[config.mk]
export PLATFORM = sky130hd
export DESIGN_NAME = simon_key_schedule
export DESIGN_NICKNAME = d
export VERILOG_FILES = /design/src/rtl/simon_key_schedule.sv
export SDC_FILE = /design/constraint.sdc
export NUM_CORES = 1
export LEC_CHECK = 0
export BUFFER_PORTS_ARGS = -buffer_cell sky130_fd_sc_hd__buf_4
export CAP_MARGIN = 20
export CELL_PAD_IN_SITES_DETAIL_PLACEMENT = 1
export CELL_PAD_IN_SITES_GLOBAL_PLACEMENT = 2
export CORE_AREA = 2 2 229 231
export CTS_BUF_LIST = sky130_fd_sc_hd__clkbuf_8
export DETAILED_ROUTE_END_ITERATION = 12
export DIE_AREA = 0 0 231 233
export GPL_ROUTABILITY_DRIVEN = 0
export PLACE_DENSITY = 0.95
export SLEW_MARGIN = 20
export SYNTH_ARGS = -nofsm -noshare
export SYNTH_HDL_FRONTEND = slang
export SYNTH_HIERARCHICAL = 1
export SYNTH_SLANG_ARGS = --single-unit
[constraint.sdc]
create_clock -name clk -period 11.9 [get_ports clk]
set_input_delay 0.595 -clock clk [delete_from_list [all_inputs] [get_ports clk]]
set_output_delay 0.595 -clock clk [all_outputs]
set_load 0.005 [all_outputs]
[src/rtl/simon_key_schedule.sv]
// Sequential Simon key schedule: latches an M-word master key, emits one round key per
// cycle into a ROUNDS-deep buffer, streams each key, and serves registered buffer reads.

module simon_key_expansion #(
  parameter int N = 16,
  parameter int M = 4
) (
  input  logic [N*M-1:0] window_i,
  input  logic [6:0]     round_i,
  output logic [N-1:0]   kx_o
);

  // z sequences, first element leftmost so index 0 is the constant for round M
  localparam logic [0:61] Z0 = 62'b11111010001001010110000111001101111101000100101011000011100110;
  localparam logic [0:61] Z1 = 62'b10001110111110010011000010110101000111011111001001100001011010;
  localparam logic [0:61] Z2 = 62'b10101111011100000011010010011000101000010001111110010110110011;
  localparam logic [0:61] Z3 = 62'b11011011101011000110010111100000010010001010011100110100001111;
  localparam logic [0:61] Z4 = 62'b11010001111001101011011000100000010111000011001010010011101111;

  localparam logic [0:61] Z_SEQ =
    (N == 16)            ? Z0 :
    (N == 24 && M == 3)  ? Z0 :
    (N == 24)            ? Z1 :
    (N == 32 && M == 3)  ? Z2 :
    (N == 32)            ? Z3 :
    (N == 48 && M == 2)  ? Z2 :
    (N == 48)            ? Z3 :
    (M == 2)             ? Z2 :
    (M == 3)             ? Z3 : Z4;

  localparam logic [6:0]   M_W = 7'(M);
  localparam logic [N-1:0] C3  = {{(N-2){1'b0}}, 2'b11};

  function automatic logic [N-1:0] ror(input logic [N-1:0] x, input int s);
    return (x >> s) | (x << (N - s));
  endfunction

  logic [N-1:0] k_load;
  logic [N-1:0] k_gen;
  logic [N-1:0] tmp;
  logic [6:0]   zi;

  always_comb begin
    k_load = window_i[N-1:0];
    for (int j = 0; j < M; j++) begin
      if (round_i == 7'(j)) k_load = window_i[N*j +: N];
    end

    // window top word is k[i-1], bottom word is k[i-M]
    tmp = ror(window_i[N*M-1 -: N], 3);
    if (M == 4) tmp = tmp ^ window_i[N +: N];
    tmp = tmp ^ ror(tmp, 1);

    zi = (round_i < M_W) ? 7'd0 : (round_i - M_W);
    if (zi >= 7'd62) zi = zi - 7'd62;

    k_gen = ~window_i[N-1:0] ^ tmp ^ C3 ^ {{(N-1){1'b0}}, Z_SEQ[zi[5:0]]};
    kx_o  = (round_i < M_W) ? k_load : k_gen;
  end

endmodule

module simon_key_schedule #(
  parameter int N      = 16,
  parameter int M      = 4,
  parameter int ROUNDS = 32
) (
  input  logic           clk,
  input  logic           rst,
  input  logic           start,
  input  logic [N*M-1:0] key,
  output logic           busy,
  output logic           done,
  output logic           key_ready,
  output logic           rk_valid,
  output logic [6:0]     rk_idx,
  output logic [N-1:0]   rk_word,
  input  logic [6:0]     rk_raddr,
  output logic [N-1:0]   rk_rdata
);

  localparam logic [1:0] S_IDLE = 2'd0;
  localparam logic [1:0] S_RUN  = 2'd1;
  localparam logic [1:0] S_FIN  = 2'd2;

  localparam int         AW   = (ROUNDS > 1) ? $clog2(ROUNDS) : 1;
  localparam logic [6:0] LAST = 7'(ROUNDS - 1);
  localparam logic [6:0] R_W  = 7'(ROUNDS);
  localparam logic [6:0] M_W  = 7'(M);

  logic [1:0]     state_q, state_d;
  logic [6:0]     cnt_q, cnt_d;
  logic [N*M-1:0] window_q, window_d;
  logic           busy_q, busy_d;
  logic           done_q, done_d;
  logic           key_ready_q, key_ready_d;
  logic           rk_valid_q, rk_valid_d;
  logic [6:0]     rk_idx_q, rk_idx_d;
  logic [N-1:0]   rk_word_q, rk_word_d;
  logic [N-1:0]   rk_rdata_q;
  logic           buf_we;
  logic [N-1:0]   kx;

  logic [N-1:0]   rk_buf_q [0:ROUNDS-1];

  simon_key_expansion #(.N(N), .M(M)) u_kx (
    .window_i (window_q),
    .round_i  (cnt_q),
    .kx_o     (kx)
  );

  always_comb begin
    state_d     = state_q;
    cnt_d       = cnt_q;
    window_d    = window_q;
    busy_d      = busy_q;
    done_d      = 1'b0;
    key_ready_d = key_ready_q;
    rk_valid_d  = 1'b0;
    rk_idx_d    = rk_idx_q;
    rk_word_d   = rk_word_q;
    buf_we      = 1'b0;

    case (state_q)
      S_IDLE: begin
        if (start) begin
          state_d     = S_RUN;
          window_d    = key;
          cnt_d       = 7'd0;
          key_ready_d = 1'b0;
          busy_d      = 1'b1;
        end
      end
      S_RUN: begin
        buf_we     = !rst;
        rk_valid_d = 1'b1;
        rk_idx_d   = cnt_q;
        rk_word_d  = kx;
        // first M keys are the master words themselves; afterwards the window slides
        if (cnt_q >= M_W) window_d = {kx, window_q[N*M-1:N]};
        if (cnt_q == LAST) begin
          state_d     = S_FIN;
          busy_d      = 1'b0;
          done_d      = 1'b1;
          key_ready_d = 1'b1;
        end else begin
          cnt_d = cnt_q + 7'd1;
        end
      end
      S_FIN: begin
        state_d = S_IDLE;
      end
      default: begin
        state_d = S_IDLE;
      end
    endcase
  end

  always_ff @(posedge clk) begin
    if (rst) begin
      state_q     <= S_IDLE;
      cnt_q       <= 7'd0;
      window_q    <= '0;
      busy_q      <= 1'b0;
      done_q      <= 1'b0;
      key_ready_q <= 1'b0;
      rk_valid_q  <= 1'b0;
      rk_idx_q    <= 7'd0;
      rk_word_q   <= '0;
    end else begin
      state_q     <= state_d;
      cnt_q       <= cnt_d;
      window_q    <= window_d;
      busy_q      <= busy_d;
      done_q      <= done_d;
      key_ready_q <= key_ready_d;
      rk_valid_q  <= rk_valid_d;
      rk_idx_q    <= rk_idx_d;
      rk_word_q   <= rk_word_d;
    end
  end

  // buffer survives reset; a partial schedule stays behind after an abort
  always_ff @(posedge clk) begin
    if (buf_we) rk_buf_q[cnt_q[AW-1:0]] <= kx;
  end

  always_ff @(posedge clk) begin
    if (rst) begin
      rk_rdata_q <= '0;
    end else if (rk_raddr < R_W) begin
      rk_rdata_q <= rk_buf_q[rk_raddr[AW-1:0]];
    end else begin
      rk_rdata_q <= '0;
    end
  end

  assign busy      = busy_q;
  assign done      = done_q;
  assign key_ready = key_ready_q;
  assign rk_valid  = rk_valid_q;
  assign rk_idx    = rk_idx_q;
  assign rk_word   = rk_word_q;
  assign rk_rdata  = rk_rdata_q;

endmodule

======== Yosys cells after proc, flatten, opt, wreduce, memory -nomap -nowiden ========
Memory sizes are Yosys's and may differ from the RTL's. A register that Yosys moved wholly into a read port is not among the register bits.
Index checks and enable logic that the tools add are counted.
storage, ports and cells
  bits in registers ....................... 100
  memory bits (writable) .................. 512
  bits in read-only memories .............. 64
  input port bits ......................... 74
  output and inout bits ................... 43
  word-level logic and storage cells ...... 76
  memories ................................ 2
cells by class
  add/subtract/negate cells ............... 3
  $lt $le $gt $ge ......................... 5
  eq/ne operators ......................... 9
  mux-type cells .......................... 28
  bitwise operators ....................... 11
  reduce and logical (&&, ||, !) cells .... 9
memories
  memory           depth  width  read ports  clocked after memory_dff  write ports  RTL line  text
  rk_buf_q         32     16     1           1                         1            104       logic [N-1:0] rk_buf_q [0:ROUNDS-1];
  (no name shown)  64     1      1           0                         0            57        k_gen = ~window_i[N-1:0] ^ tmp ^ C3 ^ {{(N-1){1'b0}}, Z_SEQ[zi[5:0]]};
operators by type and width
  cell                                                                                  number
  64-bit two-way mux                                                                    2
  64-bit one-hot mux with 2 select lines                                                1
  16-bit two-way mux                                                                    4
  16-bit XOR                                                                            3
  7-bit two-way mux                                                                     3
  16-bit inverter                                                                       1
  13-bit by 16-bit bitwise OR with 16-bit output                                        1
  15-bit by 16-bit bitwise OR with 16-bit output                                        1
  16-bit by 1-bit XOR with 16-bit output                                                1
  7-bit by 2-bit equality test with 1-bit output (second input constant)                2
  7-bit one-hot mux with 2 select lines                                                 1
  1-bit two-way mux                                                                     11
  3-bit AND reduction                                                                   3
  2-bit inequality test (second input constant)                                         4
  7-bit by 1-bit adder with 7-bit output (second input constant)                        1
  7-bit by 1-bit equality test with 1-bit output (second input constant)                1
  7-bit by 5-bit equality test with 1-bit output (second input constant)                1
  7-bit by 3-bit greater-or-equal comparator with 1-bit output (second input constant)  1
  7-bit by 6-bit greater-or-equal comparator with 1-bit output (second input constant)  1
  7-bit greater-or-equal comparator (second input constant)                             1
  7-bit by 3-bit less-than comparator with 1-bit output (second input constant)         1
  7-bit by 6-bit less-than comparator with 1-bit output (second input constant)         1
  6-bit inverter with 7-bit output                                                      1
  7-bit by 3-bit subtractor with 7-bit output (second input constant)                   1
  other kinds (13)                                                                      17

======== Logic depth before layout (Yosys ltp) ========
Gate-level depths: netlist of run 1.
  depth in word-level cells ............... 12
  mapped depth ............................ 21
  depth with buffers taken out ............ 19

======== By module ========
The synthesis of run 1 kept the hierarchy.
by module, submodules not included
  module               times used  cells an instance  area each (µm²)  sequential area each (µm²)
  simon_key_schedule   1           1377               24056.8          17697.0
  simon_key_expansion  1           267                1830.5           0.0

======== Worst setup path before layout of run 1 ========
No wires, ideal clock.
  path kind ............................... reg2reg
  from .................................... register cnt_q[4]
  to ...................................... register window_q[48]
  library setup time ...................... 91 ps
  arrival ................................. 4694 ps
  required time ........................... 11809 ps
  setup slack ............................. 7115 ps
  cell stages (with the launch flop) ...... 22
  buffers on the path ..................... 2
  period minus slack after synthesis ...... 4785 ps
  cell sequence ........................... dfxtp_1 buf_2 or3_1 or3_1 clkbuf_1 nand2_1 inv_1 ha_1 nor2b_1 o2111ai_1 nand3_1 nor2_1 xnor2_1 ha_1 o31ai_1 o22ai_1 o221a_2 a311oi_1 or3_1 a31o_1 nand2_1 a311oi_1
between the ends
  longest elaborated chain between the ends .. 12
  elaborated cells on any way between the ends .. 23
  those cells by class .................... 2 x add/sub; 3 x order compare; 4 x eq/ne; 10 x mux; 2 x bitwise; 1 x reduce/logical; 1 x memory
ends and longest elaborated chain
  item                                                                                                                         RTL line  text
  start, declared                                                                                                              92        logic [6:0] cnt_q, cnt_d;
  start signal, assigned                                                                                                       172       cnt_q <= cnt_d;
  7-bit by 3-bit subtractor with 7-bit output / 7-bit by 3-bit less-than comparator with 1-bit output (equally long branches)  54, 58
  7-bit two-way mux                                                                                                            54        zi = (round_i < M_W) ? 7'd0 : (round_i - M_W);
  6-bit subtractor / 7-bit by 6-bit greater-or-equal comparator with 1-bit output (equally long branches)                      55        if (zi >= 7'd62) zi = zi - 7'd62;
  6-bit two-way mux                                                                                                            55
  6-bit inverter with 7-bit output (implied by the code)                                                                       57
  memory read 64 x 1 bit                                                                                                       n/a
  1-bit two-way mux (implied by the code) (2 in a row)                                                                         57
  16-bit by 1-bit XOR with 16-bit output                                                                                       57
  16-bit two-way mux *                                                                                                         58        kx_o = (round_i < M_W) ? k_load : k_gen;
  via kx[0]                                                                                                                    102       logic [N-1:0] kx;
  64-bit two-way mux *                                                                                                         140       if (cnt_q >= M_W) window_d = {kx, window_q[N*M-1:N]};
  64-bit one-hot mux with 2 select lines *                                                                                     124       case (state_q)
  end signal, assigned                                                                                                         173       window_q <= window_d;
  end, declared                                                                                                                93        logic [N*M-1:0] window_q, window_d;
The timed path passes the listed nets; every way through them passes the cells marked *. The select of a mux whose other input is x is not followed.
A chain may end at the register's enable or synchronous reset.

======== Final worst setup path of run 1 ========
Ends and elaborated chain as after synthesis.

==> results of run 1 <==
## cells in the mapped netlist (3+ instances only)
library cell,number
a211oi_1,32
a21oi_1,61
a221oi_1,9
a22oi_1,7
a311oi_1,66
a31oi_1,8
and3_1,3
buf_1,7
buf_2,35
buf_4,6
buf_6,6
clkbuf_1,58
dfxtp_1,116
edfxtp_1,512
ha_1,11
inv_1,14
mux2_2,39
mux2i_1,25
mux4_2,128
nand2_1,183
nand2b_1,5
nand3_1,5
nand4_1,3
nor2_1,148
nor2b_1,7
nor3_1,7
nor4_1,7
o2111ai_1,3
o21ai_0,13
o21ai_2,3
o221ai_1,16
o31ai_1,3
or2_2,5
or3_1,4
xnor2_1,47
xor2_1,12
## registers in the layout, indices dropped and copies added, names as in the netlist
| name | cells |
|---|---|
| rk_idx | 7 |
| key_ready | 1 |
| rk_valid | 1 |
| rk_rdata | 16 |
| done | 1 |
| rk_buf_q | 512 |
| state_q | 2 |
| window_q | 64 |
| cnt_q | 7 |
| rk_word | 16 |
| busy | 1 |
## critical path: stages (launching register included)
cell	delay, ns
dfxtp_1	0.79
or3_1	0.29
or3_1	0.13
buf_4	0.39
nand2_1	0.23
inv_1	0.17
ha_1	0.38
nor4b_1	0.32
o21ai_0	0.21
nand3_1	0.39
nor2_1	0.12
xnor2_1	0.33
ha_1	0.32
o31ai_1	0.08
o22ai_1	0.13
o221a_2	0.25
a311oi_1	0.24
or3_1	0.16
a31o_2	0.62
nand2_1	0.16
a311oi_1	0.27
## where the power goes
group	total, mW	leakage [nW]	switching [mW]	internal (mW)
Sequential	2.51	5.64	0.0401	2.47
Combinational	0.466	3.35	0.296	0.170
Clock	1.79	1.12	0.873	0.916
Total	4.77	10.1	1.21	3.56
## stage by stage
step / hold slack, ns / utilization (%) / instance area [sq um]
finish: 0.157 / 57.8 / 29600
global route: 0.152 / 57.8 / 29500
CTS: 0.109 / 57.8 / 29500
detailed placement: 0.452 / 54.1 / 27600
global placement: 0.448 / 54.1 / 27600
floorplan: 0.453 / - / 25900
## layer usage
metal	up-vias	global-route usage [%]	wire (um)
met5	-	0	0
met4	0	10.2	2220
met3	141	4.40	4670
met2	743	45.3	35400
met1	8181	36.2	28900
li1	6779	-	-
## final timing paths
kind | start | end | depth (start not counted)
hold / removal | key[45] | window_q[45] | 3
setup reg to reg | cnt_q[4] | window_q[48] | 20
hold reg to reg | rk_word[15] | rk_word[15] | 2
setup / recovery | cnt_q[4] | window_q[48] | 20
## logic make-up after synthesis
family          after synthesis
compound gates              239
simple gates                389
buf+inv                     126
flops                       628
xor+xnor                     59
mux                         192
fa+ha+maj                    11
## area by class of cell
class / count / area, sq um / area share [%]
clock buffer: 106 / 1460 / 4.94
tap: 680 / 851 / 2.88
inverter: 14 / 52.6 / 0.178
clock inverter: 81 / 468 / 1.58
sequential: 628 / 17700 / 59.9
timing repair buffer: 177 / 1330 / 4.51
multi-input combinational: 890 / 7690 / 26.0
antenna: 1 / 2.50 / 0.00847
==> summary.md, run 1 <==
| Metric | Value |
|---|---|
| Peak VDD IR | `0.0862 mV` |
| Hold Crit Class | `input port to flop` |
| Starting Density | `50.7%` |
| Final WS setup | `5.81 ns` |
| Fill cells | `4822` |
| Clock root buffer | `clkbuf_8` |
| Post-cts resize count | `0` |
| First drt pass iteration count | `5` |
| Hold Buf Count CTS | `0` |
| Synth top area share | `59.4%` |
| Synth Area in Simple Gates | `6.25%` |
| IO Count | `117` |
| DRC violations left | `0` |
| Highest clock rate | `164 MHz` |
| Biggest area consumer among synthesized cells | `edfxtp_1` |
| Max cap viols | `0` |
| CP Class | `flop to flop` |
| Clock sinks | `628` |
| PnR Total Power | `4.77 mW` |
| Mux cell area share after synthesis | `13.8%` |
| Hpwl dp | `43500 um` |
| Synth top area cells | `edfxtp_1 59%, mux4_2 11%, dfxtp_1 9.0%, nand2_1 2.7%, a311oi_1 2.2%` |
| Largest net degree at the start of global routing | `98` |
| Starting DRT DRC Count | `1501` |
| Share of layout cells above drive strength 1 | `26.9%` |
| Yosys reg bits | `628` |
| XOR/XNOR Fraction of Synth Area | `2.00%` |
| Dpl ws | `5.58 ns` |
| Via count | `15844` |
| Antenna violations before repair | `0` |
| CP arrival | `6.71 ns` |
| Seq/Total Area, Yosys | `68.4%` |
| Post-synthesis cell type count | `62` |
| Die area | `53800 sq um` |
| Layout Cells excl Fill | `2577` |
| Compound-Gate Fraction of Synth Area | `6.80%` |
| Tcrit/Tclk final | `51.1%` |
| RSZ-0062 raised after global routing | `false` |
| Grt total ovfl | `0` |
| Max-slew headroom | `29.1%` |
| GRT Total Usage | `27.2%` |
| Post-layout net count | `1897` |
| Cells after Synth | `1644` |
| Worst-margin pin slew | `1.06 ns` |
| Status | `finished, final reports clean` |
| Final setup violation count | `0` |
| Row cnt | `83` |
| Inst Count DP | `2389` |
| CP Data Required Time | `12.52 ns` |
| Worst Skew | `0.0409 ns` |
| First-pass GRT wire length | `108000 um` |
| CTS tree | `yes` |
| Syn_nets | `1729` |
| Yosys Warn Count | `6` |
| EDFF count, synth | `512` |
| Layout area overhead | `14.2%` |
| Clock transition at path regs | `0.06 ns` |
| Clk_lat worst skew | `0.71 ns` |
| WL final | `71300 um` |
| Flop-to-flop setup slack | `5.81 ns` |
| Mean post-synth cell area | `15.7 sq um` |
| Ys flop type | `edfxtp_1` |
| Number of global-route vias before repair | `16798` |
| Commonest non-fill, non-tap cell in the layout | `edfxtp_1` |
| Placeable Area | `51100 sq um` |
| Ys async rst share | `0%` |
| Slew Limit Fails | `0` |
| Num CTS Buffers | `101` |
| Power Density | `161 nW/um^2` |
| Average wire per cell in the routed design | `27.7 um` |
| Post-synthesis adder-cell area fraction | `0.532%` |
| Vias per cell | `6.15` |
| Post CTS Setup Buffer Count | `0` |
| Crit. End Element | `flop` |
| Synth Cell Area | `25900 sq um` |
| P_leak | `10.1 nW` |
| Max clock buf depth | `3` |
| Most frequent cells in the layout | `512 x edfxtp_1, 182 x nand2_1, 176 x buf_4, 148 x nor2_1, 128 x mux4_2` |
| Antenna violation net count after detailed routing | `0` |
| H-tree depth | `3` |
| Die W | `231 um` |
| Die Y-Extent | `233 um` |
| Setup TNS | `0 ns` |
| Largest family of logic cells by synthesized area | `multiplexers` |
| Final Hold Viols | `0` |
| Crit Path Max Fanout | `34` |
| Port-buffer cells | `116` |
| Fin crit period | `6.09 ns` |
| Critical Path Source Type | `flop` |
No activity file was read; power rests on OpenSTA's default activity.
==> run 2, diff against run 1 <==
CORE_AREA = 2 2 238 240   (was 2 2 229 231)
DIE_AREA = 0 0 240 242   (was 0 0 231 233)
PLACE_DENSITY = 0.92   (was 0.95)
clock period = 6 ns   (was 11.9 ns; I/O delays follow)
==> run 2 against run 1 <==
Net effect:
- cell count grew 5.6%
- non-clock buffer count increased by 71
- sequential share of layout area is 1.7 points lower
- clock-buffer cell count up 6
- power is 99% higher
- routed wire length up 1.3%
- largest cell class unchanged
- largest power group unchanged
- highest routed layer unchanged
==> summary.md, run 2 (synthesis results as in run 1) <==
| Metric | Value |
|---|---|
| Worst-margin pin slew | `1.04 ns` |
| DRC violations left | `0` |
| RSZ-0062 raised after global routing | `false` |
| First drt pass iteration count | `6` |
| Inst Count DP | `2469` |
| Row cnt | `87` |
| Post-layout net count | `1967` |
| Clock sinks | `628` |
| Starting DRT DRC Count | `1249` |
| Highest clock rate | `183 MHz` |
| Most frequent cells in the layout | `512 x edfxtp_1, 182 x nand2_1, 178 x buf_4, 148 x nor2_1, 128 x mux4_2` |
| Final instance area | `30400 sq um` |
| First-pass GRT wire length | `106000 um` |
| CP arrival | `6.03 ns` |
| Die area | `58100 sq um` |
| WL final | `72200 um` |
| Dpl ws | `0.291 ns` |
| Final WS setup | `0.541 ns` |
| Placeable Area | `55700 sq um` |
| Crit Path Max Fanout | `33` |
| Layout Cells excl Fill | `2721` |
| P_leak | `10.4 nW` |
| Hpwl dp | `43200 um` |
| Final Hold Viols | `0` |
| Worst Skew | `0.0535 ns` |
| Tcrit/Tclk final | `91.0%` |
| Starting Density | `46.4%` |
| Max-slew headroom | `30.8%` |
| Reg2Reg Depth | `20` |
| Clock root buffer | `clkbuf_8` |
| H-tree depth | `3` |
| Max cap viols | `0` |
| Peak VDD IR | `0.175 mV` |
| Port-buffer cells | `116` |
| Clk_lat worst skew | `0.72 ns` |
| GRT Total Usage | `24.9%` |
| Clock transition at path regs | `0.06 ns` |
| Number of global-route vias before repair | `17257` |
| Grt total ovfl | `0` |
| Max reg flops | `512` |
| IO Count | `117` |
| PnR Total Power | `9.50 mW` |
| Layout area overhead | `17.4%` |
| Setup TNS | `0 ns` |
| Final Util | `54.5%` |
| Fin crit period | `5.46 ns` |
| CP Data Required Time | `6.57 ns` |
| Average wire per cell in the routed design | `26.5 um` |
| CP Class | `flop to flop` |
| Power Density | `313 nW/um^2` |
| Antenna violations before repair | `4` |
| Num CTS Buffers | `100` |
| Hold depth | `4` |
| Hold WS | `0.0954 ns` |
| Die W | `240 um` |
| Crit. End Element | `flop` |
| Largest net degree at the start of global routing | `95` |
| Max clock buf depth | `3` |
| Antenna violation net count after detailed routing | `0` |
| Critical Path Source Type | `flop` |
| Vias per cell | `5.88` |
| Status | `finished, final reports clean` |
| Die Y-Extent | `242 um` |
| Placed inst area | `27800 sq um` |
| Commonest non-fill, non-tap cell in the layout | `edfxtp_1` |
| Final setup violation count | `0` |
| Share of layout cells above drive strength 1 | `26.2%` |
| CTS tree | `yes` |
| Slew Limit Fails | `0` |
| Via count | `16009` |
| Hold Crit Class | `input port to flop` |
==> run 2: worst max-delay path, stage by stage (launching register included) <==
cell      delay (ns)
dfxtp_1         0.30
buf_4           0.19
or3_1           0.41
or3_1           0.37
nand2_1         0.15
inv_1           0.11
ha_1            0.29
nor4b_1         0.18
o21ai_0         0.31
nand3_1         0.36
nor2_1          0.26
xnor2_1         0.24
ha_1            0.33
o31ai_1         0.08
o22ai_1         0.12
o221a_2         0.24
a311oi_1        0.25
or3_1           0.16
a31o_2          0.56
nand2_1         0.14
a311oi_1        0.32
==> run 2: cell type report <==
cell class	count	area [sq um]
well taps	756	946
inverters	14	52.6
clock buffers	112	1540
flip-flops and latches	628	17700
diodes	5	12.5
multi-input cells	890	7700
clock inverters	68	388
repair buffers	248	2060
fillers	5324	25300
==> run 2: power breakdown <==
group / switching [mW] / internal (mW)
logic: 0.607 / 0.367
clock network: 1.71 / 1.84
registers: 0.0770 / 4.90
total: 2.39 / 7.11
==> run 2: final timing paths <==
| check | startpoint | to | slack, ns |
|---|---|---|---|
| worst min register to register | rk_word[14] | rk_word[14] | 0.47 |
| worst max-delay path | cnt_q[4] | window_q[48] | 0.54 |
| worst min-delay path | start | busy | 0.1 |
| worst max register to register | cnt_q[4] | window_q[48] | 0.54 |
==> run 2: what timing repair did <==
action / 4_1_cts / 5_1_grt
setup buffers: 0 / 0
hold buffers: 67 / 0
setup endpoints to repair: 0 / 1
resized for setup: 0 / 1
hold endpoints to repair: 81 / 0
==> run 2: metal layers <==
metal / global-route usage [%] / up-vias / share of wire, % / routed length [um]
met5: 0 / - / 0 / 0
met2: 42.8 / 647 / 51 / 37100
met1: 30.4 / 8281 / 39 / 28000
met3: 5.12 / 180 / 6.1 / 4380
met4: 10.5 / 0 / 3.8 / 2760
li1: - / 6901 / - / -
